--- src/rtl/mux_arb_n_pkg.sv ---
// -----------------------------------------------------------------------------
// mux_arb_n_pkg
//   Shared definitions for the registered N-input selector/arbiter.
//   - MODE_SEL / MODE_RR : encodings of the 'mode' input
//   - wrap_inc()         : modulo-N increment of a channel index, done with an
//                          explicit compare so that N need not be a power of 2
// -----------------------------------------------------------------------------
package mux_arb_n_pkg;

    localparam logic MODE_SEL = 1'b0;
    localparam logic MODE_RR  = 1'b1;

    function automatic int wrap_inc(input int idx, input int n);
        return (idx == n - 1) ? 0 : idx + 1;
    endfunction

endpackage

--- src/rtl/mux_arb_n_rr_arbiter.sv ---
// -----------------------------------------------------------------------------
// rr_arbiter_n
//   Round-robin request picker. Holds the pointer to the last granted channel
//   and searches rr_ptr+1, rr_ptr+2, ... (mod NUM_IN) for the first request.
// Ports
//   Clk      in   rising-edge clock
//   Rst_n    in   asynchronous active-low reset (rr_ptr -> NUM_IN-1)
//   req      in   NUM_IN request vector
//   advance  in   the grant is being taken this cycle; move rr_ptr to it
//   gnt_idx  out  index of the selected request (valid when gnt_vld)
//   gnt_vld  out  at least one request is present
// -----------------------------------------------------------------------------
module rr_arbiter_n
    import mux_arb_n_pkg::*;
#(
    parameter int NUM_IN = 6,
    parameter int SEL_W  = 3
) (
    input  logic              Clk,
    input  logic              Rst_n,
    input  logic [NUM_IN-1:0] req,
    input  logic              advance,
    output logic [SEL_W-1:0]  gnt_idx,
    output logic              gnt_vld
);

    logic [SEL_W-1:0] rr_ptr;

    // The search starts one past the pointer so that the last winner has the
    // lowest priority next time; the reset value NUM_IN-1 makes ch0 first.
    always_comb begin
        int cand;
        gnt_idx = '0;
        gnt_vld = 1'b0;
        cand    = int'(rr_ptr);
        for (int i = 0; i < NUM_IN; i++) begin
            cand = wrap_inc(cand, NUM_IN);
            if (!gnt_vld && req[cand]) begin
                gnt_vld = 1'b1;
                gnt_idx = SEL_W'(cand);
            end
        end
    end

    always_ff @(posedge Clk or negedge Rst_n) begin
        if (!Rst_n) begin
            rr_ptr <= SEL_W'(NUM_IN - 1);
        end else if (advance && gnt_vld) begin
            rr_ptr <= gnt_idx;
        end
    end

endmodule

--- src/rtl/mux_arb_n.sv ---
// -----------------------------------------------------------------------------
// mux_arb_n
//   N-input, WIDTH-bit registered selector for a shared result bus.
//   mode=0 : explicit select, 'sel' picks the source channel
//   mode=1 : round-robin over the valid channels
//   One output register stage with valid/ready; full throughput.
// Ports
//   Clk, Rst_n  clock, asynchronous active-low reset
//   in_data     NUM_IN*WIDTH, channel k at [k*WIDTH +: WIDTH]
//   in_valid    per-channel data present
//   in_ready    per-channel transfer this cycle (combinational, one-hot or 0)
//   mode, sel   source selection controls
//   out_data    registered data, out_valid / out_ready handshake
//   out_src     channel index that produced out_data
//   sel_err     1-cycle pulse after a load cycle with sel >= NUM_IN in select mode
// -----------------------------------------------------------------------------
module mux_arb_n
    import mux_arb_n_pkg::*;
#(
    parameter int WIDTH  = 32,
    parameter int NUM_IN = 6,
    parameter int SEL_W  = 3
) (
    input  logic                    Clk,
    input  logic                    Rst_n,
    input  logic [NUM_IN*WIDTH-1:0] in_data,
    input  logic [NUM_IN-1:0]       in_valid,
    output logic [NUM_IN-1:0]       in_ready,
    input  logic                    mode,
    input  logic [SEL_W-1:0]        sel,
    output logic [WIDTH-1:0]        out_data,
    output logic                    out_valid,
    input  logic                    out_ready,
    output logic [SEL_W-1:0]        out_src,
    output logic                    sel_err
);

    localparam int PAD_N = 1 << SEL_W;

    logic [WIDTH-1:0] data_p1;
    logic [SEL_W-1:0] src_p1;
    logic             vld_p1;
    logic             err_p1;

    logic             load;
    logic             sel_ok;
    logic [PAD_N-1:0] valid_pad;
    logic [SEL_W-1:0] rr_idx;
    logic             rr_vld;
    logic [SEL_W-1:0] gnt_idx;
    logic             gnt_vld;
    logic [WIDTH-1:0] gnt_data;
    logic             err_nxt;

    // ---- stage p0: grant decision (combinational) ----
    assign load   = ~vld_p1 | out_ready;
    assign sel_ok = (int'(sel) < NUM_IN);

    // Zero-padded copy so that any sel value indexes a real bit.
    always_comb begin
        valid_pad               = '0;
        valid_pad[NUM_IN-1:0]   = in_valid;
    end

    rr_arbiter_n #(
        .NUM_IN (NUM_IN),
        .SEL_W  (SEL_W)
    ) u_rr (
        .Clk     (Clk),
        .Rst_n   (Rst_n),
        .req     (in_valid),
        .advance (load && (mode == MODE_RR)),
        .gnt_idx (rr_idx),
        .gnt_vld (rr_vld)
    );

    always_comb begin
        if (mode == MODE_RR) begin
            gnt_idx = rr_idx;
            gnt_vld = load & rr_vld;
        end else begin
            gnt_idx = sel;
            gnt_vld = load & sel_ok & valid_pad[sel];
        end
    end

    assign err_nxt = (mode == MODE_SEL) & load & ~sel_ok;

    always_comb begin
        gnt_data = '0;
        in_ready = '0;
        for (int k = 0; k < NUM_IN; k++) begin
            if (gnt_idx == SEL_W'(k)) begin
                gnt_data    = in_data[k*WIDTH +: WIDTH];
                in_ready[k] = gnt_vld;
            end
        end
    end

    // ---- stage p1: output register ----
    // A held word is only replaced on a grant; a load cycle without a grant
    // just drops valid and leaves data/src as they were.
    always_ff @(posedge Clk or negedge Rst_n) begin
        if (!Rst_n) begin
            data_p1 <= '0;
            src_p1  <= '0;
            vld_p1  <= 1'b0;
            err_p1  <= 1'b0;
        end else begin
            err_p1 <= err_nxt;
            if (gnt_vld) begin
                data_p1 <= gnt_data;
                src_p1  <= gnt_idx;
                vld_p1  <= 1'b1;
            end else if (load) begin
                vld_p1  <= 1'b0;
            end
        end
    end

    assign out_data  = data_p1;
    assign out_src   = src_p1;
    assign out_valid = vld_p1;
    assign sel_err   = err_p1;

endmodule
--- config.mk ---
export PLATFORM = sky130hd
export DESIGN_NAME = mux_arb_n
export DESIGN_NICKNAME = d
export VERILOG_FILES = /design/src/rtl/mux_arb_n_pkg.sv /design/src/rtl/mux_arb_n_rr_arbiter.sv /design/src/rtl/mux_arb_n.sv
export SDC_FILE = /design/constraint.sdc
export NUM_CORES = 1
export LEC_CHECK = 0
export ABC_AREA = 1
export BUFFER_PORTS_ARGS = -buffer_cell sky130_fd_sc_hd__buf_2
export CORE_ASPECT_RATIO = 1.5
export CORE_UTILIZATION = 30
export DETAILED_ROUTE_END_ITERATION = 6
export GPL_ROUTABILITY_DRIVEN = 0
export HOLD_SLACK_MARGIN = 0.06
export PLACE_DENSITY = 0.66
export SLEW_MARGIN = 20
export SYNTH_ARGS = -nofsm -noshare
export SYNTH_HDL_FRONTEND = slang
export SYNTH_SLANG_ARGS = --single-unit
--- constraint.sdc ---
create_clock -name Clk -period 4.29 [get_ports Clk]
set_input_delay 0.6435 -clock Clk [delete_from_list [all_inputs] [get_ports Clk]]
set_output_delay 0.6435 -clock Clk [all_outputs]
set_load 0.03 [all_outputs]
Word-level counts from Yosys, hierarchy flattened --
Cells that the tools add are included.
Operators by class: shift operators 0, $add $sub $neg 6, $lt $le $gt $ge 8, equality and inequality tests 11, div/mod/pow operators 0, multiply operators 0, multiplexer cells 54, bitwise logic cells 9, reduce and logical (&&, ||, !) cells 14
Operators by type and width (count):
- $mux W32 | 12
- $lt A32 B5 Y1 const B | 6
- $add A32 B2 Y32 const B | 5
- $eq A32 B4 Y1 const B | 5
- $mux W1 | 28
- $bmux W1 S3 | 7
- $mux W3 | 7
- $eq A3 B3 Y1 const B | 3
- $logic_and A1 B1 Y1 | 7
- $eq A3 B2 Y1 const B | 2
- $and A1 B1 Y1 | 5
- $logic_not A1 Y1 | 5
- $add A3 B1 Y4 const B | 1
- $lt A3 B4 Y1 const B | 1
- $eq A3 B1 Y1 const B | 1
- $logic_not A3 Y1 | 1
- $lt A3 B3 Y1 const B | 1
- $not A1 Y1 | 3
- $reduce_bool A2 Y1 | 1
- $or A1 B1 Y1 | 1
Storage, ports and cells: register bits after elaboration 40, memories kept 0, memory bits (writable) 0, bits in read-only memories 0, logic and storage cells 107, bits in latches 0, output and inout port bits 43, bits of input ports 205

Depth between registers and ports, before layout --
Gate-level depths: netlist (run 1).
word-level depth 29, gate-level depth with buffers 36, depth with buffers taken out 35

By module --
A second synthesis (run 1) with hierarchy kept.
Unflattened totals: cell total of the unflattened synthesis 785, area total of the unflattened synthesis 4578.1 sq um
By module, submodules not included:
- mux_arb_n | times used 1, area an instance 3324.4 sq um, seq. area each 925.9 sq um, cells each 579
- rr_arbiter_n | times used 1, area an instance 1253.7 sq um, seq. area each 77.6 sq um, cells each 206

Least setup slack after synthesis (run 1) --
OpenSTA, ideal clock, no wires.
path kind reg2out, start register u_rr.rr_ptr[2], end output port in_ready[3], data arrival time 4226 ps, buffers on the path 1, path slack -579 ps, cell stages (with the launch flop) 30, data required time 3647 ps, path through dfstp_2 inv_1 nand2_1 nand2_1 o21ai_1 ha_1 nand3_2 nand2_2 inv_2 ha_1 inv_1 nand2_2 nor2_1 nand2_1 clkinv_1 nor2_2 nor2_1 nand2_2 nand2_1 nand2_1 nand3_1 inv_2 nand2_2 nand4_1 nand2_1 nand2_1 nand2_2 clkbuf_1 nand2_1 nor3_1
Between the ends: cells in the longest elaborated chain, start to end 24, elaborated cells on any way between the ends 63, those cells by class 6 x add/sub; 7 x eq/ne; 39 x mux; 1 x bitwise; 10 x reduce/logical
RTL lines:
- from (decl) | line mux_arb_n_rr_arbiter.sv:27 | logic [SEL_W-1:0] rr_ptr;
- from (signal assigned) | line mux_arb_n_rr_arbiter.sv:47 | rr_ptr <= SEL_W'(NUM_IN - 1);
- from (signal assigned) | line mux_arb_n_rr_arbiter.sv:49 | rr_ptr <= gnt_idx;
- $add A3 B1 Y4 / $eq A3 B3 Y1 (equally long branches) | line mux_arb_n_pkg.sv:14 | return (idx == n - 1) ? 0 : idx + 1;
- $mux W32 * | line mux_arb_n_pkg.sv:14
- parallel branches: the longest is 21 deep, another holds $add A32 B2 Y32
- $mux W1 * | line mux_arb_n.sv:93 | if (gnt_idx == SEL_W'(k)) begin
- to (decl) | line mux_arb_n.sv:28 | output logic [NUM_IN-1:0] in_ready,
Mark *: on every way between the ends. The select of a mux whose other input is x is not followed.

Final worst setup path (run 1) --
start register u_rr.rr_ptr[0], end output port in_ready[0]
Between the ends: cells in the longest elaborated chain, start to end 24, elaborated cells on any way between the ends 63, those cells by class 6 x add/sub; 6 x eq/ne; 39 x mux; 1 x bitwise; 11 x reduce/logical
RTL lines (line):
- $add A3 B1 Y4 / $eq A3 B3 Y1 (equally long branches) | mux_arb_n_pkg.sv:14
- $mux W32 * | mux_arb_n_pkg.sv:14
- parallel branches: the longest is 21 deep, another holds $add A32 B2 Y32
- $mux W1 * | mux_arb_n.sv:93
Marked as above.

==> metrics, run 1 <==
largest net degree at the start of global routing 41; XOR/XNOR share of the synthesized area 0%; syn avg cell area 5.973 um2; Rows 53; CTS Buf Count 5; Req. time, crit path 3.65 ns; total gr overflow 0; vias in the first global route 5497; Fmax 0.2219 GHz; top-area cell type share of the netlist area 21.72%; count leader, synth nand2_1; Startpoint Class register; clock-pin slew on the worst setup and hold paths 0.06 ns; mux contribution to synthesized area 0%; Initial Util 30.99%; Primary FF master, synth dfrtp_1; first-pass GRT wire length 27.81 mm; Die Height 150.0 um; post-synthesis compound-gate area fraction 10.72%; violated checks negative setup slack; Mapped Cells 733; Post-synth EDFFs 0; IO Port Bufs 247; Max FO, Critical Path 4; YS warnings 0; Final Cycle Share 105.0%; status finished, violations left; Root Buffer clkbuf_16; number of DRC markers in iteration 0 243; Max Cap Viol 0; Tot GR Track Use 23.67%; layout cells sized above 1 42.50%; clk sinks 40; CP max stage cell dfstp_2; crit path time final 4.506 ns; Ports 248; routed via count 6049; CP Data Arrival Time 3.86 ns; layout net count 1240; Max clock buf depth 2; Post-Route Skew 0.004734 ns; dpl hpwl 14.74 mm; sequential fraction of the synthesis area 22.92%; final hold vios 0; Crit Path Category reg -> out; Post-synth ARST share 100.0%; largest family of logic cells by synthesized area simple AND/OR/NAND/NOR gates; hold path cells 2; Area contributors post-synth dfrtp_1 (22%), nand2_1 (20%), nor2_1 (8.3%); Synth Cell Area 4378 um2; htree depth 2; ANT nets after route 0; 1st-pass router iterations 5; wire per inst 15.84 um; DRC viols 0; final worst slack -0.2157 ns; GRT Max-Usage Layer met2; Slew Viols, Final 0; met3 usage 5.044%; Post-Synth Simple-Gate Area 52.10%; Routed WL 19.31 mm; core footprint 14120 um2; R2R depth 33; initial antenna violation count 0; CP max stage delay 0.58 ns; DR vias/cell 4.962; Die X 100.6 um; final setup fails 6; DP Worst Slack -0.07822 ns; latest clock arrival within the worst-skew pair 0.28 ns; Slew headroom 38.35%; area delta synth->final 57.85%; GRT met1 Usage 27.42%; Die Area 15090 um2; Worst-Margin Slew 0.9248 ns; Worst Hold Class reg -> reg; RSZ-0062 raised after global routing yes; number of distinct library cells after synthesis 34; flop and latch count out of synthesis 40; cell taking the most area after synthesis dfrtp_1; Mapped Nets 948; Adder-Cell Fraction of Synth Area 2.858%; grt met2 use 40.99%; CP Capture Type output pin; CTS tree yes; Commonest cells post-synth nand2_1 (239), nor2_1 (97), inv_1 (70)
## stage by stage
stage	hold WS, ns	cells	utilization [%]	cell area [um2]	TNS [ns]
floorplan	0.3479	733	-	4453	-0.02814
global placement	0.4623	1180	42.93	6063	0
detailed placement	0.4638	1180	42.93	6063	-0.2366
CTS	0.4770	1209	47.14	6659	-0.01796
global route	0.5087	1218	48.91	6908	-8.306
finish	0.4724	1219	48.92	6910	-0.9979
## sequential cells by signal (all words and copies together), names as in the netlist
register,flops
out_valid,1
u_rr.rr_ptr,3
out_data,32
sel_err,1
out_src,3
## cells in the final DEF (no fill, tap or decap), types with 6 or more instances in the layout
cell       instances
buf_2            241
nand2_1          222
nor2_1            87
inv_1             64
buf_4             61
nand4_1           56
nand3_1           52
dfrtp_1           38
a22oi_1           31
nand2_2           25
o21ai_0           15
buf_6             15
nand2_4           14
inv_2             13
nand3_2           12
nor2_4             9
nand3_4            7
nor2_2             7
clkbuf_16          7
o21ai_1            6
ha_1               6
## final cells by class
class                      instances  area (um2)
antenna                            1       2.502
clock buffer                       6       128.9
clock inverter                     2       35.03
fill                            1460        7214
inverter                          78       292.8
multi-input combinational        578        3264
sequential                        40        1003
tap                              192       240.2
timing repair buffer             322        1943
## worst paths after layout
kind                                     start            to  slack, ns
worst max-delay path            u_rr.rr_ptr[0]   in_ready[0]      -0.22
worst min-delay path                out_src[2]    out_src[2]       0.47
worst max register to register  u_rr.rr_ptr[0]  out_data[18]       0.02
worst min register to register      out_src[2]    out_src[2]       0.47
max in group asynchronous                Rst_n   out_data[6]       3.21
min in group asynchronous                Rst_n  out_data[27]       0.48
## critical path: cells and delay by family (launching register included)
kind / cells / cell delay [ns]
flip-flops: 1 / 0.58
AO/OA/AOI/OAI: 1 / 0.08
adder cells (fa/ha/maj): 1 / 0.18
AND/OR/NAND/NOR: 19 / 2.09
buffers and inverters: 6 / 0.63
## repair_timing
item	CTS	global route
endpoints found under the setup margin	6	39
hold buffers	0	0
setup buffers	21	10
gates resized for setup	63	35
pin swaps	23	31
gates cloned	0	2
## layer usage
metal | share of wire [%] | vias up
met5 | 0 | -
met2 | 50 | 287
li1 | - | 2986
met4 | 4.4 | 0
met1 | 38 | 2715
met3 | 7.6 | 61
## cell families after synthesis
group	count (synthesis)
buf+inv	115
compound gates	69
simple gates	499
fa+ha+maj	10
flops	40
Power of run 1 is not shown: default switching activity piles up to over one toggle a cycle in this logic, so the estimate is an artifact.
==> inputs of run 2 (changes only) <==
--- a/config.mk
+++ b/config.mk
@@ -16,4 +16,5 @@
 export SLEW_MARGIN = 20
 export SYNTH_ARGS = -nofsm -noshare
 export SYNTH_HDL_FRONTEND = slang
+export SYNTH_HIERARCHICAL = 1
 export SYNTH_SLANG_ARGS = --single-unit
==> run 2 against run 1 <==
The flow still finishes with violations (negative setup slack). Register-to-register slack got worse by 0.17 ns. Synthesized cell count up 7.1%. Critical path type unchanged. Global-route usage grew 0.43 points. Clock skew up 0.0019 ns. Critical endpoint is now in_ready[2]. Worst hold slack worse by 0.0024 ns. Largest cell class unchanged. Routed wire length grew 10%. Worst setup slack got worse by 0.065 ns.
==> metrics, run 2 <==
Slew Viols, Final 0; initial antenna violation count 1; Worst-Margin Slew 0.9939 ns; sequential fraction of the synthesis area 21.92%; Startpoint Class register; DR vias/cell 4.944; Synth Cell Area 4578 um2; violated checks negative setup slack; cell taking the most area after synthesis dfrtp_1; 1st-pass router iterations 7; Routed WL 21.25 mm; flop-to-flop setup slack -0.15 ns; final setup fails 25; flop and latch count out of synthesis 40; Ports 248; Slew headroom 33.74%; Worst Hold Class reg -> reg; fin util 52.90%; Rows 54; Max clock buf depth 2; RSZ-0062 raised after global routing yes; CP max stage cell dfstp_2; Sequential Area 1005 um2; Max Cap Viol 0; Root Buffer clkbuf_16; latest clock arrival within the worst-skew pair 0.29 ns; most frequent cells in the layout buf_2 (241), nand2_1 (197), nor2_1 (87); Die Height 153.3 um; YS warnings 6; DRC viols 0; clk sinks 40; Mapped Nets 1000; dpl hpwl 14.31 mm; status finished, violations left; # fillers 1527; R2R depth 37; fin cells 1300; count leader, synth nand2_1; CTS Hold Buffers Added 0; layout cells sized above 1 50.05%; final hold vios 0; Reg2Reg Capture Point u_rr/rr_ptr[1]; wire per inst 16.35 um; largest net degree at the start of global routing 44; IO Port Bufs 247; Post-Route Skew 0.006642 ns; most frequent cell on the critical path nand2_2; Max FO, Critical Path 8; syn avg cell area 5.832 um2; dpl cells 1239; Fmax 0.2188 GHz; Mapped Cells 785; Post-synth ARST share 100.0%; max reg flops 32; core footprint 14730 um2; Final Cycle Share 106.5%; first-pass GRT wire length 29.40 mm; Initial Util 31.08%; CP max stage delay 0.63 ns; Primary FF master, synth dfrtp_1; Min-Delay Startpoint out_data[14]; number of DRC markers in iteration 0 253; Die X 102.9 um; CTS tree yes; RR Startpoint u_rr/rr_ptr[0]; hold endpoint out_data[14]; area of the multi-input gates 3685 um2; clock-pin slew on the worst setup and hold paths 0.06 ns; Req. time, crit path 3.65 ns; CP Capture Type output pin; vias in the first global route 5969; Crit Path Category reg -> out; Area contributors post-synth dfrtp_1 (21%), nand2_1 (20%), nand3_1 (14%); Commonest cells post-synth nand2_1 (248), nand3_1 (128), nor2_1 (98); ANT nets after route 0; layout net count 1317; number of distinct library cells after synthesis 35; area delta synth->final 70.18%; top-area cell type share of the netlist area 20.77%; most common cell after layout, fill and taps aside buf_2; CTS Buf Count 5; htree depth 2; CP Data Arrival Time 3.93 ns; Post-synth EDFFs 0; Die Area 15770 um2; final worst slack -0.2806 ns; total gr overflow 0; Tot GR Track Use 24.11%; hold path cells 2; crit path time final 4.571 ns; routed via count 6427
-- run 2: how the worst max path moves through the flow --
stage,endpoint,depth (start not counted),from
after floorplan,in_ready[4],28,u_rr/rr_ptr[2]
after global placement,in_ready[4],29,u_rr/rr_ptr[2]
after detailed placement,in_ready[4],29,u_rr/rr_ptr[2]
after CTS,in_ready[0],28,u_rr/rr_ptr[2]
after global routing,in_ready[4],28,u_rr/rr_ptr[0]
final,in_ready[2],29,u_rr/rr_ptr[0]
-- run 2: cell type report --
type | count | share of cell area, %
clock buffer | 6 | 1.654
sequential | 40 | 12.90
timing repair buffer | 349 | 29.69
inverter | 101 | 5.123
clock inverter | 2 | 0.1606
multi-input combinational | 605 | 47.29
antenna | 1 | 0.03212
tap | 196 | 3.148
-- run 2: logic make-up (layout without fill, tap and decap cells) --
logic type | Yosys count | count (layout) | synth area share (%)
AOI/OAI and AO/OA | 45 | 45 | 5.739
buffers and inverters | 141 | 458 | 13.20
adders and majority gates | 10 | 10 | 2.733
DFF | 40 | 40 | 21.92
and+or+nand+nor | 549 | 550 | 56.41
other | 0 | 1 | 0
-- run 2: per-layer routing --
metal	global-route usage (%)	part of all wire, %	wire length (um)	up-vias
met5	0	0	0	-
li1	-	-	-	3113
met2	42.92	53	11250	258
met4	12.88	5.5	1177	0
met3	3.841	5.8	1241	70
met1	26.65	36	7583	2986
-- run 2: timing repair --
action                                  4_1_cts  5_1_grt
endpoints found under the hold margin         0        0
buffers inserted                             27       31
endpoints found under the setup margin        6       39
gates resized for setup                      49      151
pin swaps                                    16       74
cloned                                        0        7
-- run 2: critical path, delay by kind of cell (launching register included) --
kind / cells / cell delay [ns]
adder cells (fa/ha/maj): 1 / 0.17
buffers and inverters: 7 / 0.89
flip-flops: 1 / 0.63
AND/OR/NAND/NOR: 21 / 1.96
-- run 2: per-stage QoR --
step | instance area (um2) | setup WS (ns) | hold slack, ns | setup TNS, ns
5_1_grt | 7791 | -0.4780 | 0.5056 | -9.736
3_5_place_dp | 6384 | -0.03037 | 0.4607 | -0.04320
3_3_place_gp | 6384 | 0.05333 | 0.4590 | 0
4_1_cts | 6905 | -0.2022 | 0.4768 | -1.030
2_1_floorplan | 4667 | -0.03744 | 0.3479 | -0.03744
6_report | 7791 | -0.2806 | 0.4700 | -1.875
Power of run 2 is left out for the same reason.
==> inputs of run 3 (changes only) <==
--- a/config.mk
+++ b/config.mk
@@ -9,10 +9,12 @@
 export BUFFER_PORTS_ARGS = -buffer_cell sky130_fd_sc_hd__buf_2
 export CORE_ASPECT_RATIO = 1.5
 export CORE_UTILIZATION = 30
+export CTS_BUF_LIST = sky130_fd_sc_hd__clkbuf_8
 export DETAILED_ROUTE_END_ITERATION = 6
 export GPL_ROUTABILITY_DRIVEN = 0
 export HOLD_SLACK_MARGIN = 0.06
 export PLACE_DENSITY = 0.66
+export SKIP_CTS_REPAIR_TIMING = 1
 export SLEW_MARGIN = 20
 export SYNTH_ARGS = -nofsm -noshare
 export SYNTH_HDL_FRONTEND = slang
==> run 3 against run 2 <==
The run still ends with negative setup slack left. Die area unchanged. Count of clock-buffer cells in the layout down 1. Routed wire length down 8.6%. Maximum frequency down 0.33%. Critical path depth up 1. Non-clock buffer count down 23. Global-route usage down 1.0 points. Sequential share of layout area up 1.2 points.
==> metrics, run 3 (synthesis gave the netlist of run 2 again) <==
Tot GR Track Use 23.07%; dpl hpwl 14.31 mm; total chip power 7.925 mW; first-pass GRT wire length 28.08 mm; Die Height 153.3 um; Setup TNS Final -2.274 ns; htree depth 2; CP Data Arrival Time 3.94 ns; CP max stage cell dfstp_2; Post-Route Skew 0.007544 ns; Die X 102.9 um; CP Capture Type output pin; final setup fails 28; routed via count 6173; clock-pin slew on the worst setup and hold paths 0.09 ns; DR vias/cell 4.838; Max clock buf depth 2; final hold vios 0; Root Buffer clkbuf_8; wire per inst 15.21 um; Worst-Margin Slew 0.9607 ns; Crit Path Category reg -> out; initial antenna violation count 1; RSZ-0062 raised after global routing yes; number of DRC markers in iteration 0 329; Final Cycle Share 106.9%; most frequent cells in the layout buf_2 (241), nand2_1 (226), nand3_1 (116); status finished, violations left; Ports 248; CP max stage delay 0.56 ns; Max Cap Viol 0; static leakage 4.005 nW; crit path time final 4.586 ns; max reg flops 32; Max VDD drop 0.6031 mV; CTS tree yes; 1st-pass router iterations 5; violated checks negative setup slack; Die Area 15770 um2; Fmax 0.2181 GHz; Req. time, crit path 3.65 ns; ANT nets after route 0; layout net count 1293; Startpoint Class register; Initial Util 31.08%; PwrDens 1108 nW/um2; largest net degree at the start of global routing 44; Crit. Startpoint u_rr/rr_ptr[2]; # fillers 1608; RR Startpoint u_rr/rr_ptr[0]; DRC viols 0; IO Port Bufs 247; Routed WL 19.41 mm; core footprint 14730 um2; layout cells sized above 1 43.47%; clk sinks 40; Slew headroom 35.95%; vias in the first global route 5689; total gr overflow 0; Max FO, Critical Path 7; latest clock arrival within the worst-skew pair 0.31 ns; area delta synth->final 56.24%; Worst Hold Class in -> async; CTS Buf Count 5; Slew Viols, Final 0; final worst slack -0.2959 ns; Rows 54; most common cell after layout, fill and taps aside buf_2
## run 3: area by class of cell
cell class	count	area [um2]	share of cell area, %
Antenna cell	1	2.502	0.03498
Clock buffer	5	68.82	0.9620
Clock inverter	3	16.27	0.2274
Inverter	101	396.6	5.545
Multi-Input combinational cell	604	3349	46.83
Sequential cell	40	1005	14.05
Tap cell	196	245.2	3.428
Timing Repair Buffer	326	2069	28.93
## run 3: final timing paths
kind | endpoint | slack [ns] | cells past startpoint
setup reg to reg | out_data[1] | -0.08 | 27
hold reg to reg | out_data[14] | 0.48 | 2
max in group asynchronous | u_rr/rr_ptr[1] | 3.15 | 1
min in group Clk | out_data[14] | 0.48 | 2
setup / recovery | in_ready[1] | -0.30 | 30
hold / removal | out_data[15] | 0.47 | 1
## run 3: critical path: cells and delay by family, from the launching register on
kind	cells	cell delay, ns
adders and majority gates	1	0.20
DFF	1	0.56
AOI/OAI and AO/OA	2	0.35
buffers and inverters	6	0.61
and+or+nand+nor	21	1.91
## run 3: stage by stage
step	instances	area (um2)	setup WS (ns)	util [%]	hold slack (ns)
3_3_place_gp	1239	6384	0.05333	43.34	0.4590
4_1_cts	1247	6469	-0.3931	43.92	0.4818
5_1_grt	1276	7153	-0.4979	48.56	0.5234
3_5_place_dp	1239	6384	-0.03037	43.34	0.4607
2_1_floorplan	785	4667	-0.03744	-	0.3479
6_report	1276	7153	-0.2959	48.56	0.4683
## run 3: metal layers
layer  vias to the layer above  GRT usage, %  routed length (um)
li1                       3058             -                   -
met1                      2837         25.55                7109
met2                       235         42.00               10480
met3                        43         3.658                1126
met4                         0         10.26                 699
met5                         -             0                   0
## run 3: power breakdown
group	switching, mW	internal (mW)	total, mW
sequential	0.0939	0.561	0.655
combinational	4.26	2.75	7.01
clock	0.147	0.112	0.259
Note: power is estimated with default switching activity, not from simulation.
